**src/rtl/dk_pkg.sv**
```systemverilog
// Shared Donkey Kong playfield types: motion states, keycodes and the ladder table.
package dk_pkg;

    typedef enum logic [1:0] {
        GROUND = 2'd0,
        CLIMB  = 2'd1,
        JUMP   = 2'd2
    } state_t;

    localparam logic [7:0] KEY_UP        = 8'h1A;
    localparam logic [7:0] KEY_UP_ALT    = 8'h52;
    localparam logic [7:0] KEY_DOWN      = 8'h16;
    localparam logic [7:0] KEY_DOWN_ALT  = 8'h51;
    localparam logic [7:0] KEY_LEFT      = 8'h04;
    localparam logic [7:0] KEY_LEFT_ALT  = 8'h50;
    localparam logic [7:0] KEY_RIGHT     = 8'h07;
    localparam logic [7:0] KEY_RIGHT_ALT = 8'h4F;
    localparam logic [7:0] KEY_JUMP      = 8'h2C;

    typedef struct packed {
        logic [9:0] x;
        logic [9:0] w;
        logic [2:0] lo;
    } ladder_t;

    localparam int NUM_LADDERS = 8;

    // Ordered by priority: the first entry that matches wins.
    localparam ladder_t LADDERS [NUM_LADDERS] = '{
        '{10'd300, 10'd15, 3'd0},
        '{10'd535, 10'd15, 3'd0},
        '{10'd100, 10'd15, 3'd1},
        '{10'd250, 10'd15, 3'd2},
        '{10'd500, 10'd15, 3'd2},
        '{10'd120, 10'd15, 3'd3},
        '{10'd320, 10'd15, 3'd3},
        '{10'd515, 10'd15, 3'd4}
    };

    function automatic logic key_up(input logic [7:0] k);
        return (k == KEY_UP) || (k == KEY_UP_ALT);
    endfunction

    function automatic logic key_down(input logic [7:0] k);
        return (k == KEY_DOWN) || (k == KEY_DOWN_ALT);
    endfunction

    function automatic logic key_left(input logic [7:0] k);
        return (k == KEY_LEFT) || (k == KEY_LEFT_ALT);
    endfunction

    function automatic logic key_right(input logic [7:0] k);
        return (k == KEY_RIGHT) || (k == KEY_RIGHT_ALT);
    endfunction

endpackage

```
**src/rtl/ladder_match.sv**
```systemverilog
// Combinational ladder lookup: is PlayerX inside a ladder that leaves floor_idx
// upward (direction=1) or arrives at floor_idx from below (direction=0)?
module ladder_match
    import dk_pkg::*;
(
    input  logic [9:0] PlayerX,
    input  logic [2:0] floor_idx,
    input  logic       direction,
    output logic       hit,
    output logic [2:0] lo
);

    always_comb begin
        hit = 1'b0;
        lo  = 3'd0;
        // Scan from the back so the lowest matching index is the one left standing.
        for (int i = NUM_LADDERS - 1; i >= 0; i--) begin
            if (({1'b0, PlayerX} >= {1'b0, LADDERS[i].x}) &&
                ({1'b0, PlayerX} <  ({1'b0, LADDERS[i].x} + {1'b0, LADDERS[i].w})) &&
                (direction ? (LADDERS[i].lo == floor_idx)
                           : (({1'b0, LADDERS[i].lo} + 4'd1) == {1'b0, floor_idx}))) begin
                hit = 1'b1;
                lo  = LADDERS[i].lo;
            end
        end
    end

endmodule

```
**src/rtl/player_ctrl.sv**
```systemverilog
// Per-frame player motion: walk on floors, climb table-driven ladders, gravity jump.
// Optional PLAYER_AIR_CONTROL_EN lets the held left/right key steer vx while airborne.
module player_ctrl
    import dk_pkg::*;
#(
    parameter int NUM_FLOORS  = 6,
    parameter int FLOOR_BASE  = 414,
    parameter int FLOOR_PITCH = 60,
    parameter int SPAWN_X     = 50,
    parameter int X_MIN       = 0,
    parameter int X_MAX       = 639,
    parameter int SIZE        = 16,
    parameter int WALK_STEP   = 2,
    parameter int CLIMB_STEP  = 1,
    parameter int JUMP_V      = 6,
    parameter int GRAV_DIV    = 4
) (
    input  logic       frame_clk,
    input  logic       Reset,
    input  logic [7:0] keycode,
    output logic [9:0] PlayerX,
    output logic [9:0] PlayerY,
    output logic [9:0] PlayerS,
    output logic [2:0] floor_idx,
    output logic       airborne,
    output logic       on_ladder,
    output logic       facing_left
);

    localparam int GW = (GRAV_DIV > 1) ? $clog2(GRAV_DIV) : 1;
    localparam logic signed [10:0] XLO     = 11'(X_MIN);
    localparam logic signed [10:0] XHI     = 11'(X_MAX - SIZE);
    localparam logic signed [10:0] CLIMB_S = 11'(CLIMB_STEP);
    localparam logic signed [5:0]  WALK6   = 6'(WALK_STEP);
    localparam logic signed [5:0]  VY_MAX  = 6'(JUMP_V);

    state_t            state_q, state_d;
    logic [9:0]        x_q, x_d, y_q, y_d;
    logic [2:0]        floor_q, floor_d, lad_q, lad_d;
    logic signed [5:0] vy_q, vy_d, vx_q, vx_d, vx_t;
    logic [GW-1:0]     grav_q, grav_d;
    logic [7:0]        prev_q;
    logic              face_q, face_d;
    logic              lad_hit, lad_ok, jump_edge;
    logic [2:0]        lad_lo;
    logic signed [10:0] x_ext, y_ext, y_t;
    logic [9:0]        fy_cur, fy_lo, fy_hi;

    function automatic logic [9:0] floor_y(input logic [2:0] k);
        return 10'(FLOOR_BASE - int'(k) * FLOOR_PITCH);
    endfunction

    function automatic logic [9:0] clamp_x(input logic signed [10:0] v);
        if (v < XLO) return XLO[9:0];
        if (v > XHI) return XHI[9:0];
        return v[9:0];
    endfunction

    function automatic logic signed [10:0] sx(input logic signed [5:0] v);
        return {{5{v[5]}}, v};
    endfunction

    function automatic logic signed [5:0] dir_v(input logic [7:0] k);
        if (key_left(k))  return -WALK6;
        if (key_right(k)) return WALK6;
        return 6'sd0;
    endfunction

    ladder_match u_ladder (
        .PlayerX   (x_q),
        .floor_idx (floor_q),
        .direction (key_up(keycode)),
        .hit       (lad_hit),
        .lo        (lad_lo)
    );

    assign lad_ok    = lad_hit && ((int'(lad_lo) + 1) < NUM_FLOORS);
    assign jump_edge = (keycode == KEY_JUMP) && (prev_q != KEY_JUMP);
    assign x_ext     = $signed({1'b0, x_q});
    assign y_ext     = $signed({1'b0, y_q});
    assign fy_cur    = floor_y(floor_q);
    assign fy_lo     = floor_y(lad_q);
    assign fy_hi     = floor_y(lad_q + 3'd1);

    always_comb begin
        state_d = state_q;
        x_d     = x_q;
        y_d     = y_q;
        floor_d = floor_q;
        vy_d    = vy_q;
        vx_d    = vx_q;
        grav_d  = grav_q;
        lad_d   = lad_q;
        face_d  = face_q;
        vx_t    = vx_q;
        y_t     = y_ext;
        case (state_q)
            GROUND: begin
                y_d = fy_cur;
                if (key_left(keycode)) begin
                    x_d    = clamp_x(x_ext - sx(WALK6));
                    face_d = 1'b1;
                end else if (key_right(keycode)) begin
                    x_d    = clamp_x(x_ext + sx(WALK6));
                    face_d = 1'b0;
                end else if (jump_edge) begin
                    // Keycode carries one key, so the run-up direction is last frame's key.
                    state_d = JUMP;
                    vy_d    = -VY_MAX;
                    vx_d    = dir_v(prev_q);
                    grav_d  = '0;
                end else if ((key_up(keycode) || key_down(keycode)) && lad_ok) begin
                    state_d = CLIMB;
                    lad_d   = lad_lo;
                end
            end
            CLIMB: begin
                if (key_up(keycode))        y_t = y_ext - CLIMB_S;
                else if (key_down(keycode)) y_t = y_ext + CLIMB_S;
                y_d = y_t[9:0];
                if (y_t <= $signed({1'b0, fy_hi})) begin
                    y_d     = fy_hi;
                    floor_d = lad_q + 3'd1;
                    state_d = GROUND;
                end else if (y_t >= $signed({1'b0, fy_lo})) begin
                    y_d     = fy_lo;
                    floor_d = lad_q;
                    state_d = GROUND;
                end
            end
            JUMP: begin
`ifdef PLAYER_AIR_CONTROL_EN
                vx_t = dir_v(keycode);
                if (key_left(keycode))  face_d = 1'b1;
                if (key_right(keycode)) face_d = 1'b0;
`endif
                vx_d = vx_t;
                x_d  = clamp_x(x_ext + sx(vx_t));
                y_t  = y_ext + sx(vy_q);
                y_d  = y_t[9:0];
                if (grav_q == GW'(GRAV_DIV - 1)) begin
                    grav_d = '0;
                    if (vy_q < VY_MAX) vy_d = vy_q + 6'sd1;
                end else begin
                    grav_d = grav_q + GW'(1);
                end
                if ((vy_q > 6'sd0) && (y_t >= $signed({1'b0, fy_cur}))) begin
                    y_d     = fy_cur;
                    state_d = GROUND;
                    vy_d    = 6'sd0;
                    vx_d    = 6'sd0;
                    grav_d  = '0;
                end
            end
            default: state_d = GROUND;
        endcase
    end

    always_ff @(posedge frame_clk) begin
        if (Reset) begin
            state_q <= GROUND;
            x_q     <= 10'(SPAWN_X);
            y_q     <= 10'(FLOOR_BASE);
            floor_q <= 3'd0;
            vy_q    <= 6'sd0;
            vx_q    <= 6'sd0;
            grav_q  <= '0;
            lad_q   <= 3'd0;
            prev_q  <= 8'h00;
            face_q  <= 1'b0;
        end else begin
            state_q <= state_d;
            x_q     <= x_d;
            y_q     <= y_d;
            floor_q <= floor_d;
            vy_q    <= vy_d;
            vx_q    <= vx_d;
            grav_q  <= grav_d;
            lad_q   <= lad_d;
            prev_q  <= keycode;
            face_q  <= face_d;
        end
    end

    assign PlayerX     = x_q;
    assign PlayerY     = y_q;
    assign PlayerS     = 10'(SIZE);
    assign floor_idx   = floor_q;
    assign airborne    = (state_q == JUMP);
    assign on_ladder   = (state_q == CLIMB);
    assign facing_left = face_q;

endmodule

```
**config.mk**
```make
export PLATFORM = sky130hd
export DESIGN_NAME = player_ctrl
export DESIGN_NICKNAME = d
export VERILOG_FILES = /design/src/rtl/dk_pkg.sv /design/src/rtl/ladder_match.sv /design/src/rtl/player_ctrl.sv
export SDC_FILE = /design/constraint.sdc
export NUM_CORES = 1
export LEC_CHECK = 0
export ABC_CLOCK_PERIOD_IN_PS = 7100
export BUFFER_PORTS_ARGS = -buffer_cell sky130_fd_sc_hd__buf_2
export CAP_MARGIN = 15
export CORE_MARGIN = 3
export CORE_UTILIZATION = 55
export DETAILED_ROUTE_END_ITERATION = 6
export GPL_ROUTABILITY_DRIVEN = 0
export PLACE_DENSITY_LB_ADDON = 0.15
export SLEW_MARGIN = 10
export SYNTH_ARGS = -nofsm -noshare
export SYNTH_HDL_FRONTEND = slang
export SYNTH_HIERARCHICAL = 1
export SYNTH_SLANG_ARGS = --single-unit
```
**constraint.sdc**
```tcl
create_clock -name frame_clk -period 7.1 [get_ports frame_clk]
set_clock_uncertainty 0.15 [all_clocks]
set_input_delay 0.355 -clock frame_clk [delete_from_list [all_inputs] [get_ports frame_clk]]
set_output_delay 0.355 -clock frame_clk [all_outputs]
set_load 0.02 [all_outputs]
```
# ---- Word-level counts from Yosys, hierarchy flattened
# Cells that the tools add are included.
dict set report totals {
  ff_bits 51
  out_inout_bits 36
  elab_cells 238
}
dict set report classes {
  add_sub_neg 13
  mul 3
  n_lt_le_gt_ge 28
  eq_ne 31
  mux 109
  n_bitwise 3
  n_reduce_logical 41
}
# cell count
set op_table {}
lappend op_table {{$mux W10} 17}
lappend op_table {{$mux W6} 14}
lappend op_table {{$eq A8 B7 Y1 const B} 6}
lappend op_table {{$mux W1} 47}
lappend op_table {{$gt A11 B11 Y1 const B} 3}
lappend op_table {{$lt A11 B1 Y1 const B} 3}
lappend op_table {{$mux W11} 3}
lappend op_table {{$eq A8 B3 Y1 const B} 4}
lappend op_table {{$ge A10 B9 Y1 const B} 3}
lappend op_table {{$lt A10 B10 Y1 const B} 3}
lappend op_table {{$lt A10 B9 Y1 const B} 3}
lappend op_table {{$mux W3} 10}
lappend op_table {{$pmux W10 S3} 1}
lappend op_table {{$sub A9 B9 Y10 const A} 3}
lappend op_table {{$mux W2} 12}
lappend op_table {{$pmux W6 S2} 2}
lappend op_table {{$add A11 B6 Y11} 2}
lappend op_table {{$ge A11 B11 Y1} 2}
lappend op_table {{$mul A3 B4 Y7 const B} 3}
lappend op_table {{$ge A10 B10 Y1 const B} 2}
lappend op_table {{$ge A10 B7 Y1 const B} 2}
lappend op_table {{$logic_and A1 B1 Y1} 20}
lappend op_table {{$pmux W10 S2} 1}
lappend op_table {{$eq A8 B5 Y1 const B} 2}
lappend op_table {{other kinds (38)} 60}

# ---- Logic depth before layout (Yosys ltp)
# Gate-level depths: netlist of run 1.
dict set report logic_depth {
  word_depth 21
  depth_mapped 28
}

# ---- Cells and area by module
# The synthesis of run 1 kept the hierarchy.
# module instances cells_each area_each_um2
set modules_own_cells {}
lappend modules_own_cells {player_ctrl 1 841 6371.1}
lappend modules_own_cells {ladder_match 1 57 372.9}

# ---- Least setup slack after synthesis of run 1
# No wires, ideal clock.
dict set report synth_path {
  kind {register to register}
  start {reg lad_q[0]}
  end {reg state_q[0]}
  arrival_ps 5039
  required_ps 6822
  path_slack_ps 1783
  path_stages_with_launch 29
  synth_period_minus_slack_ps 5317
  cell_sequence {dfxtp_1 > clkbuf_1 > inv_1 > ha_1 > inv_1 > ha_1 > clkbuf_1 > xnor2_1 > and2_1 > ha_1 > nor2_1 > nor3_1 > a31oi_1 > o21ai_0 > a21oi_1 > ha_1 > or3_1 > ha_1 > nand3_1 > nor2_1 > nand2_1 > mux2i_1 > and3_1 > or3_1 > buf_4 > nor2_4 > a221oi_2 > mux2i_1 > nor2_1}
}
dict set report synth_between {
  elab_chain_len 6
  word_cells_on_any_way 11
  classes_between {add/sub: 3; mul: 2; order compare: 2; eq/ne: 1; mux: 2; reduce/logical: 1}
}
# element line
set synth_lines {}
lappend synth_lines {{start: declaration} player_ctrl.sv:39} ;# logic [2:0] floor_q, floor_d, lad_q, lad_d;
lappend synth_lines {{start signal: assignment} player_ctrl.sv:179} ;# lad_q <= lad_d;
lappend synth_lines {{$add A3 B1 Y3} player_ctrl.sv:83} ;# assign fy_hi = floor_y(lad_q + 3'd1);
lappend synth_lines {{$mul A3 B4 Y7} player_ctrl.sv:50} ;# return 10'(FLOOR_BASE - int'(k) * FLOOR_PITCH);
lappend synth_lines {{$sub A9 B9 Y10} player_ctrl.sv:50}
lappend synth_lines {{$le A11 B11 Y1} player_ctrl.sv:121} ;# if (y_t <= $signed({1'b0, fy_hi})) begin
lappend synth_lines {{$ne A3 B1 Y1 (no line) / $mux W2 (equally long branches)} -}
lappend synth_lines {{$reduce_and A5 Y1 (no line) / $pmux W2 S3 (equally long branches)} -}
lappend synth_lines {{end signal: assignment} player_ctrl.sv:172} ;# state_q <= state_d;
lappend synth_lines {{end: declaration} player_ctrl.sv:37} ;# state_t state_q, state_d;
# Several ways; a longest one is shown, not always the timed one.
# A chain may end at the register's enable or synchronous reset.

# ---- Final worst setup path of run 1
dict set report layout_path {
  start {reg lad_q[0]}
  end {reg y_q[1], in the netlist PlayerY[1]}
}
dict set report layout_between {
  elab_chain_len 6
  word_cells_on_any_way 10
  classes_between {add/sub: 3; mul: 2; order compare: 2; mux: 3}
}
# element line
set layout_lines {}
lappend layout_lines {{$add A3 B1 Y3 / $mul A3 B4 Y7 (equally long branches)} {player_ctrl.sv:83, player_ctrl.sv:50}}
lappend layout_lines {{$mul A3 B4 Y7 / $sub A9 B9 Y10 (equally long branches)} player_ctrl.sv:50}
lappend layout_lines {{$sub A9 B9 Y10 / $ge A11 B11 Y1 (equally long branches)} {player_ctrl.sv:50, player_ctrl.sv:125}}
lappend layout_lines {{$le A11 B11 Y1 / $mux W10 (equally long branches)} {player_ctrl.sv:121, player_ctrl.sv:125}}
lappend layout_lines {{$mux W10 (*)} player_ctrl.sv:121}
lappend layout_lines {{$pmux W10 S3 (*)} player_ctrl.sv:97} ;# case (state_q)
lappend layout_lines {{end signal: assignment} player_ctrl.sv:163} ;# y_q <= 10'(FLOOR_BASE);
lappend layout_lines {{end signal: assignment} player_ctrl.sv:174} ;# y_q <= y_d;
lappend layout_lines {{end: declaration} player_ctrl.sv:38} ;# logic [9:0] x_q, x_d, y_q, y_d;
# Mark *: on every way between the ends. The rest lies on a longest branch, timed or not.

==> impl_results.rst, run 1 <==
.. list-table::
   :header-rows: 1

   * - Metric
     - Value
   * - Syn. warnings
     - 6
   * - Clock root buffer
     - clkbuf_16
   * - Number of clock sinks
     - 47
   * - Fill cells
     - 1100
   * - Tightest Pin Transition
     - 1070 ps
   * - Initial detailed-routing violation count
     - 524
   * - Final hold viol count
     - 0
   * - Post-Synth Simple-Gate Area
     - 25.1%
   * - Static leakage
     - 2.98 nW
   * - Maximum capacitance violations
     - 0
   * - Flip-flop and latch count after synthesis
     - 47
   * - Cell types occupying the most area after synthesis
     - dfxtp_1 14%, ha_1 14%, nor2_1 4.4%
   * - Fraction of layout cells with a size suffix above 1
     - 8.25%
   * - Final standard cell count with taps included and fillers excluded
     - 1040
   * - Final Cycle Share
     - 91.0%
   * - Worst slew margin relative to its limit
     - 28.8%
   * - Post-CTS setup buffer count
     - 0
   * - Mapped Cells
     - 898
   * - Unique cell type count in the Yosys netlist
     - 94
   * - Number of I/O pins
     - 46
   * - Data required time of the critical path
     - 7130 ps
   * - CTS H-Tree Depth
     - 2
   * - Final nets
     - 986
   * - RSZ-0062 raised after global routing
     - false
   * - Maximum number of pins on one net before global-route repair
     - 56
   * - Launch instance of the worst min-delay path
     - keycode[7]
   * - Die Y
     - 117 um
   * - Wire length of the first global-routing pass
     - 30600 um
   * - Mean instance size in the synthesized netlist
     - 7.51 sq um
   * - Multiplexer share of the synthesized area
     - 2.24%
   * - Routed wire length per instance
     - 17.7 um
   * - Vias
     - 6851
   * - Synth Cell Area
     - 6740 sq um
   * - Placed wire-length estimate after detailed placement
     - 13900 um
   * - TritonCTS Buffers
     - 5
   * - Via-to-Cell Ratio
     - 6.59
   * - Most frequently used cell type in the post-synthesis netlist
     - nor2_1
   * - Proportion of netlist area held by the largest area contributor
     - 14.0%
   * - Final critical path time including I/O delays and setup
     - 6460 ps
   * - Number of buffers on the longest clock path
     - 2
   * - TritonCTS clock tree
     - yes
   * - DP Cell Count
     - 1032
   * - All-layer global routing usage
     - 27.3%
   * - Endpoint class of the critical path
     - flip-flop
   * - Arrival time at the worst endpoint
     - 6490 ps
   * - Setup CP Type
     - flip-flop to flip-flop
   * - Horizontal die dimension
     - 117 um
   * - Hold-fix buffer count after cts
     - 0
   * - Depth of the worst register-to-register path
     - 25
   * - Die area
     - 13600 sq um
   * - Count of final max-slew check failures
     - 0
   * - Origin of the worst setup path
     - lad_q[0]
   * - Capturing point of the worst reg2reg path
     - PlayerY[1]
   * - First drt pass iteration count
     - 5
   * - Startpoint of the lowest-slack register-to-register path
     - lad_q[0]
   * - Instance count along the most critical hold path
     - 2
   * - Fmax
     - 155 MHz
   * - Core area
     - 11700 sq um
   * - Final core occ
     - 59.9%
   * - Class of the tightest hold or removal check
     - input port to flip-flop
   * - N_diodes
     - 0
   * - Area fraction in compound gates after synthesis
     - 28.9%
   * - Worst Path Max Fanout
     - 18
   * - # port buffers
     - 35
   * - Setup TNS
     - 0 ps
   * - Global route total overflow
     - 0
   * - Remaining routing DRC violations
     - 0
   * - PostCTS Resize Cnt
     - 0
   * - Total setup violations reported at the end of the flow
     - 0
   * - Clock input transition at the sequential cells of the worst setup and hold paths
     - 70 ps
   * - Starting density of the core
     - 57.6%
   * - Status
     - completed
   * - Via count of the first global-routing pass
     - 6408
   * - Number of antenna violations at the first check in global routing
     - 0
   * - Share of synthesized cell area in full adder, half adder and majority cells
     - 15.7%
   * - Clock latency reported for the late side of the worst-skew pair
     - 290 ps
   * - Core Rows
     - 39
   * - Setup slack of the most critical reg-to-reg path
     - 640 ps
   * - Count of nets left with antenna violations after detail routing
     - 0
   * - Predominant post-synthesis flop cell
     - dfxtp_1
   * - Hold worst-path end
     - prev_q[7]
   * - Fraction of registers with async set or reset after synthesis
     - 0%
   * - Hold slack
     - 190 ps
   * - Sequential area share after synthesis
     - 14.0%
   * - Synth top cells by count
     - 79 x nor2_1, 74 x ha_1, 67 x nand2_1
   * - Dominant cell type by area after synthesis
     - dfxtp_1
   * - Power density normalized to cell area
     - 180 nW/um^2
   * - Setup crit start kind
     - flip-flop
   * - Peak VDD IR
     - 0.181 mV
   * - Dominant combinational cell family by area after synthesis
     - compound AO/OA/AOI/OAI gates
   * - Total Routed Length
     - 18400 um
   * - Synthesis-to-layout area growth
     - 4.10%
   * - Number of enable flip-flop cells after synthesis
     - 0
   * - Share of the synthesized netlist area taken by xor and xnor gates
     - 6.75%
==> how the worst max path moves through the flow <==
stage                             to  slack (ps)
after floorplan           state_q[0]        1780
after global placement    PlayerY[9]        1040
after detailed placement  PlayerY[1]         770
after CTS                 PlayerY[1]         760
after global routing      PlayerY[9]          60
final                     PlayerY[1]         640
==> where the power goes <==
part,internal (mW),leakage [nW],switching (mW),total [mW]
clock network,0.168,0.0804,0.112,0.280
registers,0.283,0.382,0.0559,0.339
logic,0.245,2.52,0.399,0.644
total,0.695,2.98,0.567,1.26
==> routing by layer <==
layer  track usage (%)  part of all wire (%)  up-vias
met5                 0                     0        -
met4              8.72                   2.9        0
met3              2.90                   5.7       48
met2              46.9                    48      245
met1              35.7                    44     3253
li1                  -                     -     3305
==> metrics by stage <==
stage | cell area [sq um] | setup WS [ps] | power, mW
floorplan | 6770 | 1780 | 0.832
global placement | 6850 | 1040 | 0.943
detailed placement | 6850 | 770 | 0.967
CTS | 7020 | 757 | 1.25
global route | 7020 | 57.2 | 1.35
finish | 7020 | 636 | 1.26
==> cells in the final DEF (no fill, tap or decap), types with 17 or more instances in the layout <==
cell	instances
nand2_1	67
inv_1	48
nor2b_1	18
o21ai_0	46
a21o_1	23
a211oi_1	17
nand3_1	25
nor3_1	24
buf_2	35
dfxtp_1	47
xnor2_1	26
nor2_1	79
ha_1	74
xor2_1	26
a21oi_1	57
==> kinds of logic (layout without fill, tap and decap cells) <==
family | after synthesis | after routing
other | 2 | 10
buffers and inverters | 104 | 95
and+or+nand+nor | 319 | 319
DFF | 47 | 47
AOI/OAI and AO/OA | 278 | 278
adders and majority gates | 81 | 81
muxes | 15 | 15
xor gates and xnor gates | 52 | 52
==> critical path: stages, from the launching register on <==
cell and delay [ps]:
dfxtp_1 790, inv_1 360, ha_1 530, inv_1 100
ha_1 430, xnor2_1 300, and2_1 180, ha_1 250
nor2_1 80, nor3_1 140, a31oi_1 50, o21ai_0 110
a21oi_1 90, ha_1 190, or3_1 410, ha_1 300
nand3_1 100, nor2_1 80, nand2_1 60, mux2i_1 60
and3_1 210, nor3_2 650, nand2_1 220, o21ai_0 210
o21ai_0 100, o32a_1 180
==> cell type report <==
class	instances	area (sq um)	share of cell area (%)
Clock inverter	3	46.3	0.659
Clock buffer	5	125	1.78
Multi-Input combinational cell	755	5350	76.2
Sequential cell	47	941	13.4
Tap cell	143	179	2.55
Inverter	49	184	2.62
Timing Repair Buffer	38	198	2.82
==> sequential cells by signal, indices dropped and copies added, names as in the netlist <==
register     flops
vx_q             2
facing_left      1
PlayerY         10
grav_q           2
PlayerX         10
vy_q             6
floor_idx        3
lad_q            3
state_q          2
prev_q           8
(Power assumes the default switching activity.)
==> run 2, diff against run 1 <==
- BUFFER_PORTS_ARGS: -buffer_cell sky130_fd_sc_hd__buf_2 -> -buffer_cell sky130_fd_sc_hd__buf_4
- CORE_UTILIZATION: 55 -> 60
==> impl_results.rst, run 2 (synthesis gave the netlist of run 1 again) <==
.. list-table::
   :header-rows: 1

   * - Metric
     - Value
   * - Status
     - completed
   * - Maximum capacitance violations
     - 0
   * - Final core occ
     - 64.9%
   * - Internal power
     - 672 uW
   * - Clock root buffer
     - clkbuf_16
   * - Finished Cell Area
     - 7100 sq um
   * - Class of the tightest hold or removal check
     - input port to flip-flop
   * - Count of nets left with antenna violations after detail routing
     - 0
   * - Total setup violations reported at the end of the flow
     - 0
   * - Fill cells
     - 947
   * - Clock latency reported for the late side of the worst-skew pair
     - 300 ps
   * - Final standard cell count with taps included and fillers excluded
     - 1039
   * - Power share of the clock group
     - 20.3%
   * - Setup crit start kind
     - flip-flop
   * - Post-CTS setup buffer count
     - 0
   * - Die Y
     - 112 um
   * - Net switching fraction of the power
     - 45.8%
   * - Count of final max-slew check failures
     - 0
   * - Endpoint class of the critical path
     - flip-flop
   * - Proportion of power drawn by flip-flops and latches
     - 27.4%
   * - First drt pass iteration count
     - 5
   * - Static leakage
     - 3.01 nW
   * - Fraction of layout cells with a size suffix above 1
     - 8.45%
   * - Final nets
     - 988
   * - Routed wire length per instance
     - 17.7 um
   * - Fin worst setup slack
     - 678 ps
   * - Starting density of the core
     - 61.7%
   * - Initial detailed-routing violation count
     - 615
   * - TritonCTS Buffers
     - 5
   * - Global route total overflow
     - 0
   * - Total Routed Length
     - 18400 um
   * - Share of total power in combinational logic
     - 52.2%
   * - Number of antenna violations at the first check in global routing
     - 0
   * - Worst slew margin relative to its limit
     - 35.0%
   * - Worst Path Max Fanout
     - 18
   * - Setup CP Type
     - flip-flop to flip-flop
   * - Maximum number of pins on one net before global-route repair
     - 56
   * - Arrival time at the worst endpoint
     - 6470 ps
   * - Footprint of the multi-input gates
     - 5350 sq um
   * - Final critical path time including I/O delays and setup
     - 6420 ps
   * - DP Cell Count
     - 1031
   * - Fmax
     - 156 MHz
   * - Clock input transition at the sequential cells of the worst setup and hold paths
     - 70 ps
   * - Core Rows
     - 38
   * - Instance count along the most critical hold path
     - 2
   * - All-layer global routing usage
     - 28.2%
   * - CTS H-Tree Depth
     - 2
   * - Hold-fix buffer count after cts
     - 0
   * - Via-to-Cell Ratio
     - 6.63
   * - Final hold viol count
     - 0
   * - Sequential cell area
     - 941 sq um
   * - TritonCTS clock tree
     - yes
   * - Most common cell after layout, fill and taps aside
     - nor2_1
   * - Commonest cells after routing, fill and taps aside
     - 79 x nor2_1, 74 x ha_1, 67 x nand2_1
   * - PostCTS Resize Cnt
     - 0
   * - Synthesis-to-layout area growth
     - 5.29%
   * - Number of I/O pins
     - 46
   * - Die area
     - 12500 sq um
   * - N_diodes
     - 0
   * - Vias
     - 6884
   * - Core area
     - 10900 sq um
   * - Psw
     - 567 uW
   * - Power density normalized to cell area
     - 175 nW/um^2
   * - Peak VDD IR
     - 0.207 mV
   * - RSZ-0062 raised after global routing
     - false
   * - Final Cycle Share
     - 90.5%
   * - Via count of the first global-routing pass
     - 6397
   * - Wire length of the first global-routing pass
     - 30300 um
   * - Depth of the worst register-to-register path
     - 24
   * - Setup slack of the most critical reg-to-reg path
     - 680 ps
   * - Minimum setup slack after placement
     - 808 ps
   * - Data required time of the critical path
     - 7140 ps
   * - Cell area reported after detailed placement
     - 6950 sq um
   * - Number of buffers on the longest clock path
     - 2
   * - Number of clock sinks
     - 47
   * - Remaining routing DRC violations
     - 0
   * - Setup TNS
     - 0 ps
   * - Horizontal die dimension
     - 112 um
   * - Placed wire-length estimate after detailed placement
     - 13900 um
   * - # port buffers
     - 35
   * - Tightest Pin Transition
     - 975 ps
==> run 2: final cells by class <==
type / count / area share (%)
Inverter: 49 / 2.59
Timing Repair Buffer: 40 / 4.23
Clock buffer: 5 / 1.76
Tap cell: 140 / 2.47
Multi-Input combinational cell: 755 / 75.3
Sequential cell: 47 / 13.3
Clock inverter: 3 / 0.388
==> run 2: power groups by stage <==
| stage | logic [mW] | registers, mW | clock network [mW] |
|---|---|---|---|
| 2_1_floorplan | 0.495 | 0.338 | 0 |
| 3_3_place_gp | 0.607 | 0.341 | 0 |
| 3_5_place_dp | 0.626 | 0.343 | 0 |
| 4_1_cts | 0.633 | 0.337 | 0.251 |
| 5_1_grt | 0.701 | 0.342 | 0.266 |
| 6_report | 0.648 | 0.340 | 0.252 |
==> run 2: through the flow <==
step	hold slack (ps)	power, mW
2_1_floorplan	286	0.832
3_3_place_gp	294	0.948
3_5_place_dp	312	0.969
4_1_cts	161	1.22
5_1_grt	166	1.31
6_report	158	1.24
==> run 2: final timing paths <==
kind              startpoint          to
setup / recovery    lad_q[0]  PlayerY[9]
hold / removal    keycode[7]   prev_q[7]
setup reg to reg    lad_q[0]  PlayerY[9]
hold reg to reg    grav_q[1]   grav_q[1]
==> run 2: layer usage <==
layer / global-route usage [%] / vias to the layer above / wire length, um
li1: - / 3309 / -
met1: 37.1 / 3232 / 7870
met2: 49.2 / 304 / 8890
met3: 3.23 / 39 / 1280
met4: 7.29 / 0 / 391
met5: 0 / - / 0
==> run 2: critical path: stages, from the launching register on <==
cell and delay (ps):
dfxtp_1 780, inv_1 360, ha_1 540, inv_1 120
ha_1 510, xnor2_1 150, and2_1 200, ha_1 240
nor3_1 180, a21oi_1 80, o22ai_1 170, a21oi_1 60
ha_1 190, or3_1 390, ha_1 300, nand3_1 100
nor2_1 80, nand2_1 70, mux2i_1 70, and3_1 210
nor3_2 610, nand2_1 170, o221ai_1 210, a21oi_1 80
a2111oi_2 280
